===== src/rtl/fetch_unit_pkg.sv =====
// fetch_unit_pkg: shared types and constants for the instruction fetch unit
package fetch_unit_pkg;

    localparam int ADDR_W  = 12;
    localparam int INSTR_W = 15;
    localparam int BANK_W  = 3;

    localparam logic [ADDR_W-1:0] RESET_PC_DEFAULT = 12'o4000;

    typedef enum logic {
        RUN    = 1'b0,
        HALTED = 1'b1
    } fetch_state_t;

    typedef struct packed {
        logic flush;
        logic halt;
        logic ready;
    } ctrl_t;

    function automatic logic [ADDR_W-1:0] pc_next(input logic [ADDR_W-1:0] p);
        return p + 12'd1;
    endfunction

endpackage


===== src/rtl/fetch_unit_queue.sv =====
// fetch_queue: circular FIFO with clear, occupancy count and full/empty flags
module fetch_queue
    import fetch_unit_pkg::*;
#(
    parameter int DEPTH = 2,
    parameter int WIDTH = ADDR_W + INSTR_W,
    localparam int CW = $clog2(DEPTH + 1),
    localparam int PW = (DEPTH > 1) ? $clog2(DEPTH) : 1
) (
    input  logic             clock,
    input  logic             rst_l,
    input  logic             clear,
    input  logic             push,
    input  logic             pop,
    input  logic [WIDTH-1:0] wdata,
    output logic [WIDTH-1:0] rdata,
    output logic             full,
    output logic             empty,
    output logic [CW-1:0]    count
);

    logic [WIDTH-1:0] mem [DEPTH];
    logic [PW-1:0]    rd_ptr;
    logic [PW-1:0]    wr_ptr;
    logic             do_push;
    logic             do_pop;

    function automatic logic [PW-1:0] bump(input logic [PW-1:0] p);
        return (p == PW'(DEPTH - 1)) ? '0 : p + PW'(1);
    endfunction

    assign full    = count == CW'(DEPTH);
    assign empty   = count == '0;
    assign do_pop  = pop && !empty;
    assign do_push = push && !full;
    assign rdata   = mem[rd_ptr];

    // pointers and occupancy; clear drops every entry at once
    always_ff @(posedge clock or negedge rst_l) begin
        if (!rst_l) begin
            rd_ptr <= '0;
            wr_ptr <= '0;
            count  <= '0;
        end else if (clear) begin
            rd_ptr <= '0;
            wr_ptr <= '0;
            count  <= '0;
        end else begin
            if (do_push) wr_ptr <= bump(wr_ptr);
            if (do_pop) rd_ptr <= bump(rd_ptr);
            count <= count + CW'(do_push) - CW'(do_pop);
        end
    end

    // storage is not reset; only slots between the pointers are ever presented
    always_ff @(posedge clock) begin
        if (do_push && !clear) mem[wr_ptr] <= wdata;
    end

    overflow_chk: assert property (@(posedge clock) disable iff (!rst_l) !(push && full && !clear));

endmodule


===== src/rtl/fetch_unit.sv =====
// fetch_unit: in-order instruction fetch with address tracking, flush/halt control and bank registers
module fetch_unit
    import fetch_unit_pkg::*;
#(
    parameter logic [ADDR_W-1:0] RESET_PC = RESET_PC_DEFAULT,
    parameter int                QDEPTH   = 2
) (
    input  logic               clock,
    input  logic               rst_l,
    output logic               imem_req,
    output logic [ADDR_W-1:0]  imem_addr,
    input  logic               imem_ack,
    input  logic               imem_rvalid,
    input  logic [INSTR_W-1:0] imem_rdata,
    output logic [INSTR_W-1:0] instr,
    output logic [ADDR_W-1:0]  pc,
    output logic               valid,
    input  logic               ready,
    input  logic               flush,
    input  logic [ADDR_W-1:0]  redirect_pc,
    input  logic               halt,
    input  logic               fb_we,
    input  logic               eb_we,
    input  logic [BANK_W-1:0]  bank_wdata,
    output logic [BANK_W-1:0]  bits_FB,
    output logic [BANK_W-1:0]  bits_EB
);

    localparam int CW = $clog2(QDEPTH + 1);
    localparam logic [CW:0] QLIM = (CW + 1)'(QDEPTH);

    ctrl_t                       ctrl;
    fetch_state_t                state;
    fetch_state_t                state_next;
    logic [ADDR_W-1:0]           fetch_pc;
    logic [ADDR_W-1:0]           resp_pc;
    logic [INSTR_W+ADDR_W-1:0]   head;
    logic [CW-1:0]               outstanding;
    logic [CW-1:0]               q_count;
    logic [CW-1:0]               drop_cnt;
    logic [CW:0]                 in_flight;
    logic                        a_full;
    logic                        a_empty;
    logic                        q_full;
    logic                        q_empty;
    logic                        accept;
    logic                        resp_pop;
    logic                        keep_resp;

    assign ctrl      = '{flush, halt, ready};
    assign in_flight = {1'b0, outstanding} + {1'b0, q_count};
    // a flush cycle never issues, so a same-cycle acceptance cannot reach memory
    assign imem_req  = rst_l && state == RUN && !ctrl.flush && in_flight < QLIM && !a_full && !q_full;
    assign imem_addr = fetch_pc;
    assign accept    = imem_req && imem_ack;
    assign resp_pop  = imem_rvalid && !a_empty;
    assign keep_resp = resp_pop && drop_cnt == '0 && !ctrl.flush;
    assign valid     = !q_empty;
    assign instr     = valid ? head[INSTR_W+ADDR_W-1:ADDR_W] : '0;
    assign pc        = valid ? head[ADDR_W-1:0] : '0;

    // flush wins over halt; only a flush leaves HALTED
    always_comb begin
        state_next = state;
        state_next = ctrl.flush ? RUN : (ctrl.halt ? HALTED : state);
    end

    // run state, fetch PC, stale-response counter and bank registers
    always_ff @(posedge clock or negedge rst_l) begin
        if (!rst_l) begin
            state    <= RUN;
            fetch_pc <= RESET_PC;
            drop_cnt <= '0;
            bits_FB  <= '0;
            bits_EB  <= '0;
        end else begin
            state    <= state_next;
            fetch_pc <= ctrl.flush ? redirect_pc : (accept ? pc_next(fetch_pc) : fetch_pc);
            drop_cnt <= ctrl.flush ? outstanding - CW'(resp_pop)
                                   : drop_cnt - CW'(resp_pop && drop_cnt != '0);
            if (fb_we) bits_FB <= bank_wdata;
            if (eb_we) bits_EB <= bank_wdata;
        end
    end

    fetch_queue #(
        .DEPTH (QDEPTH),
        .WIDTH (ADDR_W)
    ) u_addr_fifo (
        .clock (clock),
        .rst_l (rst_l),
        .clear (1'b0),
        .push  (accept),
        .pop   (resp_pop),
        .wdata (fetch_pc),
        .rdata (resp_pc),
        .full  (a_full),
        .empty (a_empty),
        .count (outstanding)
    );

    fetch_queue #(
        .DEPTH (QDEPTH),
        .WIDTH (INSTR_W + ADDR_W)
    ) u_instr_queue (
        .clock (clock),
        .rst_l (rst_l),
        .clear (ctrl.flush),
        .push  (keep_resp),
        .pop   (valid && ctrl.ready),
        .wdata ({imem_rdata, resp_pc}),
        .rdata (head),
        .full  (q_full),
        .empty (q_empty),
        .count (q_count)
    );

endmodule

===== config.mk =====
export PLATFORM = sky130hd
export DESIGN_NAME = fetch_unit
export DESIGN_NICKNAME = d
export VERILOG_FILES = /design/src/rtl/fetch_unit_pkg.sv /design/src/rtl/fetch_unit_queue.sv /design/src/rtl/fetch_unit.sv
export SDC_FILE = /design/constraint.sdc
export NUM_CORES = 1
export LEC_CHECK = 0
export CORE_MARGIN = 3
export CORE_UTILIZATION = 50
export DETAILED_ROUTE_END_ITERATION = 8
export DONT_BUFFER_PORTS = 1
export GPL_TIMING_DRIVEN = 0
export PLACE_DENSITY = 0.75
export SETUP_SLACK_MARGIN = 0.4
export SYNTH_ARGS = -nofsm -noshare
export SYNTH_HDL_FRONTEND = slang
export SYNTH_SLANG_ARGS = --single-unit

===== constraint.sdc =====
create_clock -name clock -period 3.8 [get_ports clock]
set_clock_uncertainty 0.05 [all_clocks]
set_input_delay 0.76 -clock clock [delete_from_list [all_inputs] [get_ports clock]]
set_output_delay 0.76 -clock clock [all_outputs]
set_load 0.02 [all_outputs]

Yosys cells after proc, flatten, opt, wreduce, memory -nomap -nowiden
Memory sizes are Yosys's and may differ from the RTL's.
Cells that the tools add are included.
{ "word_totals": {"elab_cells": 78, "mem_bits_rw": 78, "mem_bits_ro": 0, "out_inout_bits": 47, "latchBits": 0, "in_bits": 39, "reg_bits": 29, "memories": 2} }
{ "classes": {"n_eq_ne": 2, "div_mod_pow": 0, "n_mul": 0, "n_bitwise": 1, "n_reduce_logical": 29, "n_lt_le_gt_ge": 1, "shift": 0, "mux": 20, "addsub": 12} }
{ "mem_list": {"columns": ["memory", "words", "width", "rd", "rd_clocked_by_memory_dff", "wr", "line", "source"], "rows": [
  ["u_instr_queue.mem", 2, 27, 1, 0, 1, "fetch_unit_queue.sv:22", "logic [WIDTH-1:0] mem [DEPTH];"],
  ["u_addr_fifo.mem", 2, 12, 1, 0, 1, "fetch_unit_queue.sv:22", null]
]} }
{ "ops": {"columns": ["op", "n"], "rows": [
  ["12-bit 2-to-1 mux", 3],
  ["1-bit logical AND", 16],
  ["15-bit 2-to-1 mux", 1],
  ["1-bit 2-to-1 mux", 14],
  ["12-bit by 1-bit adder with 12-bit output (second input constant)", 1],
  ["2-bit nonzero test", 5],
  ["2-bit by 1-bit subtractor with 2-bit output", 4],
  ["2-bit zero test", 3],
  ["1-bit zero test", 5],
  ["1-bit adder (second input constant)", 4],
  ["2-bit by 1-bit adder with 2-bit output", 2],
  ["2-bit equality test (second input constant)", 2],
  ["2-bit 2-to-1 mux", 2],
  ["2-bit by 2-bit adder with 3-bit output", 1],
  ["3-bit by 2-bit less-than comparator with 1-bit output (second input constant)", 1],
  ["1-bit inverter", 1]
]} }

Longest topological paths before layout
{ "depth": {"word_depth": 10, "ltp_mapped": 10, "depth_no_buf": 10} }

Modules after synthesis
A second synthesis with hierarchy kept.
{ "unflattened": {"hier_cells": 311, "hier_area_um2": 4717.0} }
{ "by_module_without_submodules": {"columns": ["mod", "cells_each", "seq_area_each_um2", "instances", "area_each_um2"], "rows": [
  ["fetch_queue at u_instr_queue", 107, 1721.7, 1, 2280.9],
  ["fetch_unit", 144, 526.8, 1, 1323.8],
  ["fetch_queue at u_addr_fifo", 60, 820.8, 1, 1112.3]
]} }

Worst setup path before layout
OpenSTA, ideal clock, no wires.
{ "synth_path": {"path_kind": "flip-flop to flip-flop", "from": "register u_addr_fifo.count[0]", "to": "memory u_addr_fifo.mem[0][0] (netlist bit) (enable)", "arrival_time_ns": 2.940, "period_less_slack_ns": 3.370, "path_stages_with_launch": 9, "path_buffers": 1, "t_required_ns": 3.370, "setup_time_ns": 0.380, "setup_slack_ns": 0.430, "path_cell_list": "dfrtp_1 > inv_1 > nor2_1 > fa_1 > or4b_4 > a2111oi_4 > nand2_2 > buf_6 > nor2_1"} }
{ "synth_via": {"elab_chain_cells": 9, "elab_cells_between_ends": 11, "classes_between": "1 x add/sub; 1 x order compare; 1 x eq/ne; 2 x mux; 6 x reduce/logical"} }
{ "synth_rtl": {"columns": ["element", "line", "source"], "rows": [
  ["start, declared", "fetch_unit_queue.sv:19", "output logic [CW-1:0] count"],
  ["start signal, assigned", "fetch_unit_queue.sv:51", "count <= count + CW'(do_push) - CW'(do_pop);"],
  ["2-bit by 2-bit adder with 3-bit output", "fetch_unit.sv:51", "assign in_flight = {1'b0, outstanding} + {1'b0, q_count};"],
  ["3-bit by 2-bit less-than comparator with 1-bit output", "fetch_unit.sv:53", "assign imem_req = rst_l && state == RUN && !ctrl.flush && in_flight < QLIM && !a_full && !q_full;"],
  ["1-bit logical AND", "fetch_unit.sv:53", null],
  ["1-bit logical AND (*) (2 in a row)", "fetch_unit.sv:53", null],
  ["net imem_req", "fetch_unit.sv:10", "output logic imem_req,"],
  ["1-bit logical AND (*)", "fetch_unit.sv:55", "assign accept = imem_req && imem_ack;"],
  ["1-bit logical AND (*)", "fetch_unit_queue.sv:35", "assign do_push = push && !full;"],
  ["1-bit 2-to-1 mux (*)", "fetch_unit_queue.sv:57", "if (do_push && !clear) mem[wr_ptr] <= wdata;"],
  ["1-bit 2-to-1 mux (not written as such) (*)", "fetch_unit_queue.sv:57", null],
  ["end, declared", "fetch_unit_queue.sv:22", null]
]} }
The timed path passes the listed nets; every way through them passes the cells marked *.

Worst setup path after layout
{ "layout_path": {"from": "register u_addr_fifo.count[0]", "to": "output imem_req"} }
{ "layout_via": {"elab_chain_cells": 5, "elab_cells_between_ends": 7, "classes_between": "1 x add/sub; 1 x order compare; 1 x eq/ne; 4 x reduce/logical"} }
{ "layout_rtl": {"columns": ["element", "line"], "rows": [
  ["2-bit by 2-bit adder with 3-bit output", "fetch_unit.sv:51"],
  ["3-bit by 2-bit less-than comparator with 1-bit output", "fetch_unit.sv:53"],
  ["1-bit logical AND", "fetch_unit.sv:53"],
  ["1-bit logical AND (*) (2 in a row)", "fetch_unit.sv:53"],
  ["end, declared", "fetch_unit.sv:10"]
]} }
Every way passes the cells marked *; elsewhere a longest branch is shown, timed or not.

==> flow_summary.toml <==
[outcome]
status = "finished, final reports clean"

[placement]
post-dp-hpwl_microns = 5260
numPortBuffers = 0
place_congestion = 0.788
dp_slack_ns = 0.0114
place_inst = 404

[timing]
tightest_slew_ns = 1.25
max_freq_ghz = 0.307
fin_ws_ns = 0.544
slew_viol_final = 0
rsz0062_at_grt = "no"
relSlewSlack_pct = 16.7
timing.final.crit_period_ns = 3.26
setup_viol = 0
hold_viol = 0
fin_crit_sh_pct = 85.7

[floorplanning]
dieArea_sq_um = 10100
core_area_sq_um = 8420
fp-row-count = 33
die_w_microns = 100
initial_core_util_pct = 52.8
fp.dieH_microns = 100
io_pins = 86

[cells_and_area]
syn2layout_area_growth_pct = 7.82
nets = 358
drive_gt1_share_pct = 15.5
stdcell_count = 421
final_cell_mix = "edfxtp_1, nor2_1, mux2i_1"
utilization_pct = 56.9
insertedDiodeCount = 0
final_common_cell = "edfxtp_1"

[global_route]
grt_usage_pct = 15.3
grt_overflow_total = 0
grt_pass1_vias = 2407
grt_pass1_wl_microns = 12000
antenna_found_initial = 0
grt_start_max_net_pins = 31

[routing]
drtPass1Iterations = 4
via_count = 2395
drt_iter0_drc = 69
wl_per_cell_microns = 17.7
vias_per_cell = 5.69
drc = 0
routed_wl_microns = 7450
ant_nets = 0

[setup_path]
r2r-end = "u_addr_fifo.mem[0][0]$_DFFE_PP_"
critPathBufInv = 1
worst-r2r-cell-count = 8
reg2reg_from = "u_addr_fifo.count[0]$_DFF_PN0_"
path_cells = "inv_1 > nor2_1 > fa_1 > or4b_4 > a2111oi_4"
critPathTopFamily = "simple AND/OR/NAND/NOR gates"
rrSetupSlack_ns = 0.58
worstSetupPathType = "reg2out"
cp.arrival_ns = 2.45
cp_max_fo = 4
slowest_stage = "or4b_4"
slowest_delay_ns = 0.54
critPathRequiredTime_ns = 2.99
cp-end-kind = "output port"
start_kind = "flip-flop"

[clock_tree]
cts.sinks = 107
clock_latency_ns = 0.35
cts_buffers = 9
root_buffer = "clkbuf_8"
clkTransAtPathRegs_ns = 0.10
cts_tree = "built"
clockBufferDepth = 2
cts_max_level = 3

[yosys]
yosysSeqAreaShare_pct = 69.0
synth_cell_types = 44
avgSynthCellArea_sq_um = 14.9
yosys_most_used_dff = "edfxtp_1"
synth-seq-cells = 107
async_flop_share_pct = 27.1
synth.net_count = 345
synthCells = 298
synth-warning-count = 0
synth_edf_count = 78
syn_area_sq_um = 4450

[power_and_ir_drop]
power_density_nw_per_um2 = 636
total_power_mw = 3.05
p_leak_nw = 1.69
ir_worst_vdd_mv = 0.319

[min_path]
hold_path.class = "in2async"

[run]
maxCapViolations = 0
==> power breakdown <==
part / internal, mW / total, mW / switching, mW / leakage [nW]
registers: 1.42 / 1.56 / 0.140 / 1.06
logic: 0.315 / 0.861 / 0.546 / 0.545
clock network: 0.249 / 0.629 / 0.380 / 0.0902
total: 1.98 / 3.05 / 1.07 / 1.69
==> repair_timing <==
action                                  4_1_cts  5_1_grt
buffers inserted                              0        0
gates cloned                                  0        0
resized for setup                             2        0
pin swaps                                     0        1
hold buffers                                  0        1
endpoints found under the hold margin         0       18
endpoints found under the setup margin       12       13
==> sequential cells by signal, summed over array words and instances, names as in the netlist <==
| signal | flops |
|---|---|
| u_instr_queue.rd_ptr | 1 |
| drop_cnt | 2 |
| u_instr_queue.count | 2 |
| imem_addr | 12 |
| u_addr_fifo.wr_ptr | 1 |
| u_addr_fifo.mem | 24 |
| u_addr_fifo.rd_ptr | 1 |
| bits_EB | 3 |
| u_instr_queue.mem | 54 |
| bits_FB | 3 |
| state | 1 |
| u_instr_queue.wr_ptr | 1 |
| u_addr_fifo.count | 2 |
==> worst max path at each step <==
stage	end	slack (ns)	cells after the start	startpoint
2_1_floorplan	u_addr_fifo.mem[0][0]$_DFFE_PP_	0.43	8	u_addr_fifo.count[0]$_DFF_PN0_
3_3_place_gp	u_instr_queue.mem[0][23]$_DFFE_PP_	-0.19	3	imem_rvalid
3_5_place_dp	u_addr_fifo.mem[0][10]$_DFFE_PP_	0.01	8	u_addr_fifo.count[0]$_DFF_PN0_
4_1_cts	imem_req	0.44	5	u_addr_fifo.count[0]$_DFF_PN0_
5_1_grt	pc[2]	0.42	4	u_instr_queue.rd_ptr$_DFFE_PN0P_
6_report	imem_req	0.54	5	u_addr_fifo.count[0]$_DFF_PN0_
==> layout make-up <==
cell class,instances,area [sq um]
Clock buffer,9,124
Tap cell,105,131
Inverter,12,45.0
Buffer,11,56.3
Sequential cell,107,3070
Clock inverter,7,57.6
Multi-Input combinational cell,168,1290
Fill cell,680,3630
Timing Repair Buffer,2,25.0
==> layer usage <==
layer | track usage (%) | share of wire [%] | up-vias
met5 | 0 | 0 | -
met4 | 4.56 | 0.83 | 0
met3 | 5.35 | 7.9 | 6
met2 | 25.4 | 49 | 90
met1 | 18.9 | 42 | 1178
li1 | - | - | 1121
==> Yosys cell counts (2+ instances only) <==
master	count	area, sq um
and3_1	2	12.5
xnor2_1	7	61.3
nor4_1	3	18.8
a221o_1	7	70.1
a21oi_1	3	15.0
buf_6	2	22.5
nand2_1	6	22.5
dfrtp_1	28	701
xor2_1	2	17.5
a21o_1	2	15.0
nor3_1	3	15.0
nor3b_1	2	15.0
o21ai_0	5	25.0
inv_1	11	41.3
mux2i_1	29	290
nand3_1	6	30.0
clkbuf_1	6	22.5
nor2b_1	3	18.8
ha_1	7	87.6
o21bai_1	4	30.0
nor2_1	41	154
mux2_2	18	203
buf_1	3	11.3
edfxtp_1	78	2340
==> cells by family after synthesis <==
group	Yosys count	synth area share, %
xor gates and xnor gates	9	1.77
DFF	107	69.0
and+or+nand+nor	75	8.02
muxes	47	11.1
AOI/OAI and AO/OA	29	5.43
adders and majority gates	8	2.42
buffers and inverters	23	2.28
==> through the flow <==
step	hold WS [ns]	area, sq um	TNS [ns]
final	0.0484	4800	0
after global routing	0.00897	4800	0
after CTS	0.00911	4790	0
after detailed placement	0.415	4600	0
after global placement	0.415	4580	-5.35
after floorplan	0.410	4450	0
==> worst reg2reg max path: stages, from the launching register on <==
cell and delay (ns):
dfrtp_1 0.39, inv_1 0.16, nor2_1 0.08, fa_1 0.44, or4b_4 0.54, a2111oi_4 0.50
nand2_2 0.24, buf_6 0.21, nor2_4 0.29
Power figures use the tool's default switching activity.
